File: config.mk
export PLATFORM = sky130hd
export DESIGN_NAME = serdes_link_arbiter
export DESIGN_NICKNAME = d
export VERILOG_FILES = /design/src/rtl/serdes_link_arbiter_pkg.sv /design/src/rtl/rr_priority_picker.sv /design/src/rtl/serdes_link_arbiter.sv
export SDC_FILE = /design/constraint.sdc
export NUM_CORES = 1
export LEC_CHECK = 0
export CELL_PAD_IN_SITES_DETAIL_PLACEMENT = 1
export CELL_PAD_IN_SITES_GLOBAL_PLACEMENT = 2
export CORE_ASPECT_RATIO = 1.4
export CORE_MARGIN = 5
export CORE_UTILIZATION = 20
export DETAILED_ROUTE_END_ITERATION = 8
export GPL_TIMING_DRIVEN = 0
export HOLD_SLACK_MARGIN = 0.08
export PLACE_DENSITY_LB_ADDON = 0.05
export SYNTH_ARGS = -nofsm -noshare
export SYNTH_HDL_FRONTEND = slang
export SYNTH_SLANG_ARGS = --single-unit
File: constraint.sdc
create_clock -name clk -period 2.85 [get_ports clk]
set_clock_uncertainty 0.05 [all_clocks]
set_input_delay 0.855 -clock clk [delete_from_list [all_inputs] [get_ports clk]]
set_output_delay 0.855 -clock clk [all_outputs]
set_load 0.01 [all_outputs]
File: src/rtl/serdes_link_arbiter_pkg.sv
// Shared types and helpers for the serializer link arbiter.
// Grant FSM encoding plus the packed-bus slice helper.
package serdes_link_arbiter_pkg;

  typedef enum logic {
    IDLE  = 1'b0,
    BURST = 1'b1
  } arb_state_t;

  // Low bit of channel idx inside a bus of width-bit words.
  function automatic int slice_base(input int idx, input int width);
    return idx * width;
  endfunction

endpackage

File: src/rtl/rr_priority_picker.sv
// Combinational round-robin picker: first request at or after ptr+1, wrapping.
// The request vector is doubled so that the wrap becomes a plain lowest-bit search.
module rr_priority_picker #(
  parameter int N = 4
) (
  input  logic [N-1:0]         req,
  input  logic [$clog2(N)-1:0] ptr,
  output logic                 found,
  output logic [$clog2(N)-1:0] winner
);

  localparam int PW = $clog2(N);

  logic [PW-1:0]  start;
  logic [N-1:0]   low_mask;
  logic [2*N-1:0] dbl_req;

  assign start = (ptr == PW'(N - 1)) ? '0 : ptr + 1'b1;

  generate
    for (genvar gi = 0; gi < N; gi++) begin : g_mask
      assign low_mask[gi] = (PW'(gi) >= start);
    end
  endgenerate

  // Lower copy holds requests at/after start, upper copy covers the wrap.
  assign dbl_req = {req, req & low_mask};

  always_comb begin
    found  = 1'b0;
    winner = '0;
    for (int i = 2 * N - 1; i >= 0; i--) begin
      if (dbl_req[i]) begin
        found  = 1'b1;
        winner = PW'(i % N);
      end
    end
  end

endmodule

File: src/rtl/serdes_link_arbiter.sv
// Round-robin burst arbiter feeding one serializer wide-side input.
// Grants a source for up to MAX_BURST words through a one-entry output register.
module serdes_link_arbiter
  import serdes_link_arbiter_pkg::*;
#(
  parameter int NUM_CHANNELS   = 4,
  parameter int HUB_FIFO_WIDTH = 32,
  parameter int MAX_BURST      = 4,
  parameter int ID_WIDTH       = $clog2(NUM_CHANNELS)
) (
  input  logic                                   clk,
  input  logic                                   reset,
  input  logic [NUM_CHANNELS-1:0]                channel_enable,
  input  logic [NUM_CHANNELS*HUB_FIFO_WIDTH-1:0] in_data,
  input  logic [NUM_CHANNELS-1:0]                in_valid,
  output logic [NUM_CHANNELS-1:0]                in_ready,
  output logic [HUB_FIFO_WIDTH-1:0]              out_data,
  output logic [ID_WIDTH-1:0]                    out_id,
  output logic                                   out_valid,
  input  logic                                   out_ready,
  output logic                                   busy
);

  localparam int CW = $clog2(MAX_BURST + 1);

  arb_state_t                state_reg;
  logic [ID_WIDTH-1:0]       owner_reg;
  logic [ID_WIDTH-1:0]       rr_ptr_reg;
  logic [CW-1:0]             burst_cnt_reg;
  logic [CW-1:0]             burst_cnt_next;
  logic [HUB_FIFO_WIDTH-1:0] out_data_reg;
  logic [ID_WIDTH-1:0]       out_id_reg;
  logic                      out_valid_reg;

  logic                      load_en;
  logic                      pick_found;
  logic [ID_WIDTH-1:0]       pick_winner;
  logic                      accept;
  logic [ID_WIDTH-1:0]       sel_id;
  logic [HUB_FIFO_WIDTH-1:0] sel_data;

  assign load_en        = !out_valid_reg | out_ready;
  assign burst_cnt_next = burst_cnt_reg + 1'b1;

  rr_priority_picker #(
    .N (NUM_CHANNELS)
  ) u_picker (
    .req    (in_valid & channel_enable),
    .ptr    (rr_ptr_reg),
    .found  (pick_found),
    .winner (pick_winner)
  );

  always_comb begin
    in_ready = '0;
    accept   = 1'b0;
    sel_id   = owner_reg;
    if (reset) begin
      if (state_reg == IDLE) begin
        if (pick_found && load_en) begin
          in_ready[pick_winner] = 1'b1;
          sel_id                = pick_winner;
          accept                = 1'b1;
        end
      end else begin
        // Ready is offered to the owner regardless of its valid.
        in_ready[owner_reg] = load_en & channel_enable[owner_reg];
        accept              = in_ready[owner_reg] & in_valid[owner_reg];
      end
    end
  end

  assign sel_data = in_data[slice_base(int'(sel_id), HUB_FIFO_WIDTH) +: HUB_FIFO_WIDTH];

  always_ff @(posedge clk) begin
    if (!reset) begin
      state_reg     <= IDLE;
      owner_reg     <= '0;
      rr_ptr_reg    <= ID_WIDTH'(NUM_CHANNELS - 1);
      burst_cnt_reg <= '0;
      out_data_reg  <= '0;
      out_id_reg    <= '0;
      out_valid_reg <= 1'b0;
    end else if (load_en) begin
      out_valid_reg <= accept;
      if (accept) begin
        out_data_reg <= sel_data;
        out_id_reg   <= sel_id;
      end
      if (state_reg == IDLE) begin
        if (accept) begin
          owner_reg     <= sel_id;
          rr_ptr_reg    <= sel_id;
          burst_cnt_reg <= CW'(1);
          state_reg     <= (MAX_BURST > 1) ? BURST : IDLE;
        end
      end else if (accept) begin
        burst_cnt_reg <= burst_cnt_next;
        if (burst_cnt_next == CW'(MAX_BURST)) state_reg <= IDLE;
      end else begin
        // Owner dropped valid or was disabled: give up the grant.
        state_reg <= IDLE;
      end
    end
  end

  assign out_data  = out_data_reg;
  assign out_id    = out_id_reg;
  assign out_valid = out_valid_reg;
  assign busy      = (state_reg == BURST) | out_valid_reg;

endmodule

# Yosys cells after proc, flatten, opt, wreduce, memory -nomap -nowiden
# Index checks and enable logic that the tools add are counted.
dict set report word_totals {
  regBits 43
  out_inout_bits 40
  wordCells 77
}
dict set report classes {
  n_addsub 2
  n_lt_le_gt_ge 8
  eq_ne 2
  n_shift 1
  mux 43
  n_bitwise 8
  n_reduce_logical 6
}
# cell count
set ops {}
lappend ops {{$shiftx 128x8->32} 1}
lappend ops {{$mux 2} 12}
lappend ops {{$mux 1} 20}
lappend ops {{$and 4x4->4} 3}
lappend ops {{$mux 4} 3}
lappend ops {{$mux 3} 3}
lappend ops {{$bmux 1 s2} 3}
lappend ops {{$lt 2x3->1 const B} 2}
lappend ops {{$demux 1 s2} 2}
lappend ops {{$ge 1x2->1 const A} 2}
lappend ops {{$ge 2x1->1 const B} 2}
lappend ops {{$ge 2x2->1 const A} 2}
lappend ops {{$add 3x1->3 const B} 1}
lappend ops {{$eq 3x3->1 const B} 1}
lappend ops {{$logic_and 1x1->1} 3}
lappend ops {{$reduce_and 3->1} 1}
lappend ops {{$add 2x1->2 const B} 1}
lappend ops {{$and 1x1->1} 2}
lappend ops {{$eq 2x2->1 const B} 1}
lappend ops {{$or 1x1->1} 2}
lappend ops {{$reduce_and 2->1} 1}
lappend ops {{$logic_not 1->1} 1}
lappend ops {{$not 1->1} 1}

# Logic depth before layout (Yosys ltp)
dict set report logic_depth {
  ltp_word 16
  mapped_depth 9
  depth_no_buf 7
}

# Modules after synthesis
# From an unflattened synthesis, not the netlist that was laid out.
dict set report unflattened {
  cells_unflattened 357
  area_unflattened_um2 3074.2
}
# module n_inst cells_per_inst area_per_inst_um2
set modules_own_cells {}
lappend modules_own_cells {serdes_link_arbiter 1 344 2981.6}
lappend modules_own_cells {rr_priority_picker 1 13 92.6}

# Worst setup path after synthesis
# Ideal clock, no wire load.
dict set report synth_path {
  path_kind {in2out}
  from {in reset}
  to {out in_ready[3]}
  arrival_time_ns 1.955
  t_required_ns 1.945
  setup_slack_ns -0.010
  path_stages 4
  cell_sequence {clkbuf_1 > o2111a_1 > nand4_1 > o21ai_0}
}
dict set report synth_between {
  elab_chain_cells 1
}
# item line_no
set synth_lines {}
lappend synth_lines {{from (decl)} serdes_link_arbiter.sv:12} ;# input logic reset,
lappend synth_lines {{$mux 4} serdes_link_arbiter.sv:58} ;# if (reset) begin
lappend synth_lines {{to (decl)} serdes_link_arbiter.sv:16} ;# output logic [NUM_CHANNELS-1:0] in_ready,
# Every way passes these cells.

# Worst setup path in the final report
dict set report layout_path {
  from {in in_valid[2]}
  to {out in_ready[2]}
}
dict set report layout_between {
  elab_chain_cells 15
  elab_cells_between_ends 25
  classes_between {2 x order compare; 19 x mux; 2 x bitwise; 2 x reduce/logical}
}
# item line_no
set layout_lines {}
lappend layout_lines {{from (decl)} serdes_link_arbiter.sv:15} ;# input logic [NUM_CHANNELS-1:0] in_valid,
lappend layout_lines {{$and 4x4->4 (*)} serdes_link_arbiter.sv:48} ;# .req (in_valid & channel_enable),
lappend layout_lines {{$mux 2 (7 in a row)} rr_priority_picker.sv:33} ;# if (dbl_req[i]) begin
lappend layout_lines {{$lt 2x3->1 (implied by the code) or $ge 2x1->1 (tied branches)} serdes_link_arbiter.sv:61} ;# in_ready[pick_winner] = 1'b1;
lappend layout_lines {{$logic_and 1x1->1 (implied by the code)} serdes_link_arbiter.sv:61}
lappend layout_lines {{$mux 1 (implied by the code)} serdes_link_arbiter.sv:61}
lappend layout_lines {{$demux 1 s2} serdes_link_arbiter.sv:61}
lappend layout_lines {{$mux 4 (*)} serdes_link_arbiter.sv:60} ;# if (pick_found && load_en) begin
lappend layout_lines {{$mux 4 (*)} serdes_link_arbiter.sv:59} ;# if (state_reg == IDLE) begin
lappend layout_lines {{$mux 4 (*)} serdes_link_arbiter.sv:58}
# Mark *: on every way between the ends. The rest lies on a longest branch, timed or not.

==> results.py <==
metrics = {
    "layout": {
        "largest_reg_flops": 32,
        "area_delta_synth_final_pct": 88.6,
        "design_area_mm2": 0.00524,
        "antennaDiodeCount": 0,
        "layout-drive-gt1-share": 0.230,
        "stdcell_count": 658,
        "nets": 615,
    },
    "placement": {
        "dp.cells": 629,
        "place_hpwl_um": 9330,
        "place_area_mm2": 0.00479,
        "io_buffers": 178,
        "dp_slack_ps": -1330,
        "gp_congestion": 0.735,
    },
    "clock_network": {
        "clk_pin_slew_ps": 70,
        "cts.sink_count": 43,
        "htree_levels": 2,
        "cts_tree": "built",
        "cts_made_buffers": 5,
        "cts-root-buf": "clkbuf_16",
        "clk_latency_ps": 290,
        "cts_buffer_depth": 2,
    },
    "outcome": {
        "violations": "negative setup slack",
        "outcome": "complete, but fails checks",
    },
    "grt": {
        "grt_pass1_vias": 3426,
        "grt_pass1_wl_um": 18300,
        "grt_use_total": 0.146,
        "antenna_found_initial": 0,
        "grt_max_degree": 14,
        "grt.overflow.total": 0,
    },
    "synthesis": {
        "synth_area_per_cell_um2": 10.4,
        "postSynthCellCount": 266,
        "yosys-top-cells-count": "mux2i_1 (65), dfxtp_1 (43), o21ai_0 (40)",
        "yosysMostFrequentCell": "mux2i_1",
        "synthTopCellsByArea": "dfxtp_1 (31%), mux2i_1 (23%), a221oi_2 (16%), o21ai_0 (7.2%), buf_6 (2.0%)",
        "synth_top_cell_by_area": "dfxtp_1",
        "synth_edf_count": 0,
        "synth_top_area_share": 0.310,
        "synth-seq-cells": 43,
        "async_reset_ff_frac": 0,
        "yosys_warnings": 0,
        "synth_cell_type_count": 40,
        "syn_nets": 409,
        "dominantRegCellSynth": "dfxtp_1",
        "synth_area_mm2": 0.00278,
        "yosysSeqAreaShare": 0.310,
    },
    "routing": {
        "drt_pass1_iterations": 4,
        "routed_wl_um": 12000,
        "vias": 2975,
        "top_layer_used": "met4",
        "wl_met3_um": 662,
        "drc": 0,
        "postRouteAntennaNets": 0,
        "wl_met1_um": 4600,
        "dr_wl_met2_um": 6470,
        "via_per_inst": 4.52,
        "routedWlPerCell_um": 18.2,
        "drt_iter0_markers": 33,
    },
    "min_path": {
        "holdPathEnd": "burst_cnt_reg[0]",
        "hold_path_depth": 1,
        "min-delay-start": "burst_cnt_reg[0]",
        "hold_class": "flip-flop to flip-flop",
    },
    "floorplanning": {
        "dieWidth_um": 110,
        "start_util": 0.202,
        "die_h_um": 149,
        "num_rows": 51,
        "io_pins": 179,
        "dieArea_mm2": 0.0164,
        "core_area_mm2": 0.0138,
    },
    "worst_setup_path": {
        "path_cells": "buf_6, a22o_1, o2111a_2, nand4_1, o22ai_1, buf_2",
        "r2r-end": "out_data[17]",
        "slowest_delay_ps": 300,
        "start_kind": "input port",
        "arrival_ps": 1950,
        "critPathRequiredTime_ps": 1950,
        "rrSetupSlack_ps": 220,
        "r2r-start": "rr_ptr_reg[0]",
        "setup.worst_path.class": "input port to output port",
        "r2r_cells": 11,
        "cp_slowest_cell": "o2111a_2",
        "critPathCaptureType": "output port",
        "worstPathMaxFanout": 3,
    },
    "sta": {
        "relSlewSlack": 0.678,
        "holdWs_ps": 436,
        "tightestPinTransition_ps": 484,
        "rsz0062_at_grt": "true",
        "finalMaxSlewViolations": 0,
        "period_needed_ps": 2860,
        "setup_violations": 1,
        "worst_slack_ps": -7.31,
        "max_freq_mhz": 350,
        "fin_tns_setup_ps": -7.31,
        "hold_viol": 0,
        "timing.final.crit_share": 1.00,
    },
    "power": {
        "ir_drop_mv": 0.213,
        "power.leakage_uw": 0.00237,
        "power.density_mw_per_mm2": 462,
    },
    "job": {
        "cap_violations": 0,
    },
}
[critical path: cells and delay by family]
| family | cells | cell delay, ps |
|---|---|---|
| compound gates | 3 | 650 |
| simple gates | 1 | 180 |
| buf+inv | 2 | 250 |
[cell type report]
cell class                      instances  area [um^2]
Sequential cell                        43          861
Multi-Input combinational cell        192         1810
Tap cell                              185          231
Buffer                                 24          190
Inverter                                7         26.3
Clock inverter                          2         60.1
Timing Repair Buffer                  199         1930
Fill cell                            1618         8550
Clock buffer                            6          129
[per-stage QoR]
step,utilization,power (uW)
2_1_floorplan,-,1150
3_3_place_gp,0.348,1620
3_5_place_dp,0.348,1620
4_1_cts,0.373,2440
5_1_grt,0.380,2560
6_report,0.380,2420
[repair_timing]
item / 4_1_cts / 5_1_grt
hold buffers: 0 / 0
buffers inserted: 13 / 8
resized for setup: 81 / 12
setup endpoints to repair: 42 / 29
pin swaps: 15 / 8
[cell usage in the layout (no fill, tap or decap), types with 4 or more instances in the layout]
cell | synthesis | final
buf_6 | 5 | 12
mux2i_1 | 65 | 63
a221oi_2 | 29 | 29
buf_4 | 5 | 24
nand2_1 | 12 | 9
clkbuf_1 | 8 | 8
dfxtp_1 | 43 | 43
nand3_1 | 5 | 4
clkbuf_16 | 0 | 5
buf_2 | 3 | 8
clkdlybuf4s50_1 | 0 | 164
o21ai_0 | 40 | 37
inv_1 | 7 | 6
buf_8 | 2 | 4
[routing by layer]
layer,up-vias,GRT usage
met2,88,0.265
met5,-,0
li1,1446,-
met4,0,0.0424
met1,1425,0.163
met3,16,0.0393
[report_power, final]
group,internal [uW],total (uW),switching [uW]
logic,532,938,406
clock network,503,760,257
registers,678,724,45.6
[how the worst max path moves through the flow]
stage,startpoint,to,depth (start not counted)
after global routing,in_valid[3],in_ready[2],6
after CTS,channel_enable[3],in_ready[1],7
after floorplan,reset,in_ready[2],4
after global placement,reset,in_ready[3],6
final,in_valid[2],in_ready[2],6
after detailed placement,reset,in_ready[3],6
[logic make-up (layout without fill, tap and decap cells)]
logic type | after synthesis | count (layout) | synth area share
AOI/OAI and AO/OA | 88 | 88 | 0.287
muxes | 67 | 67 | 0.250
DFF | 43 | 43 | 0.310
and+or+nand+nor | 33 | 33 | 0.0631
buffers and inverters | 31 | 238 | 0.0716
adders and majority gates | 4 | 4 | 0.0180
No activity file was read; power rests on OpenSTA's default activity.
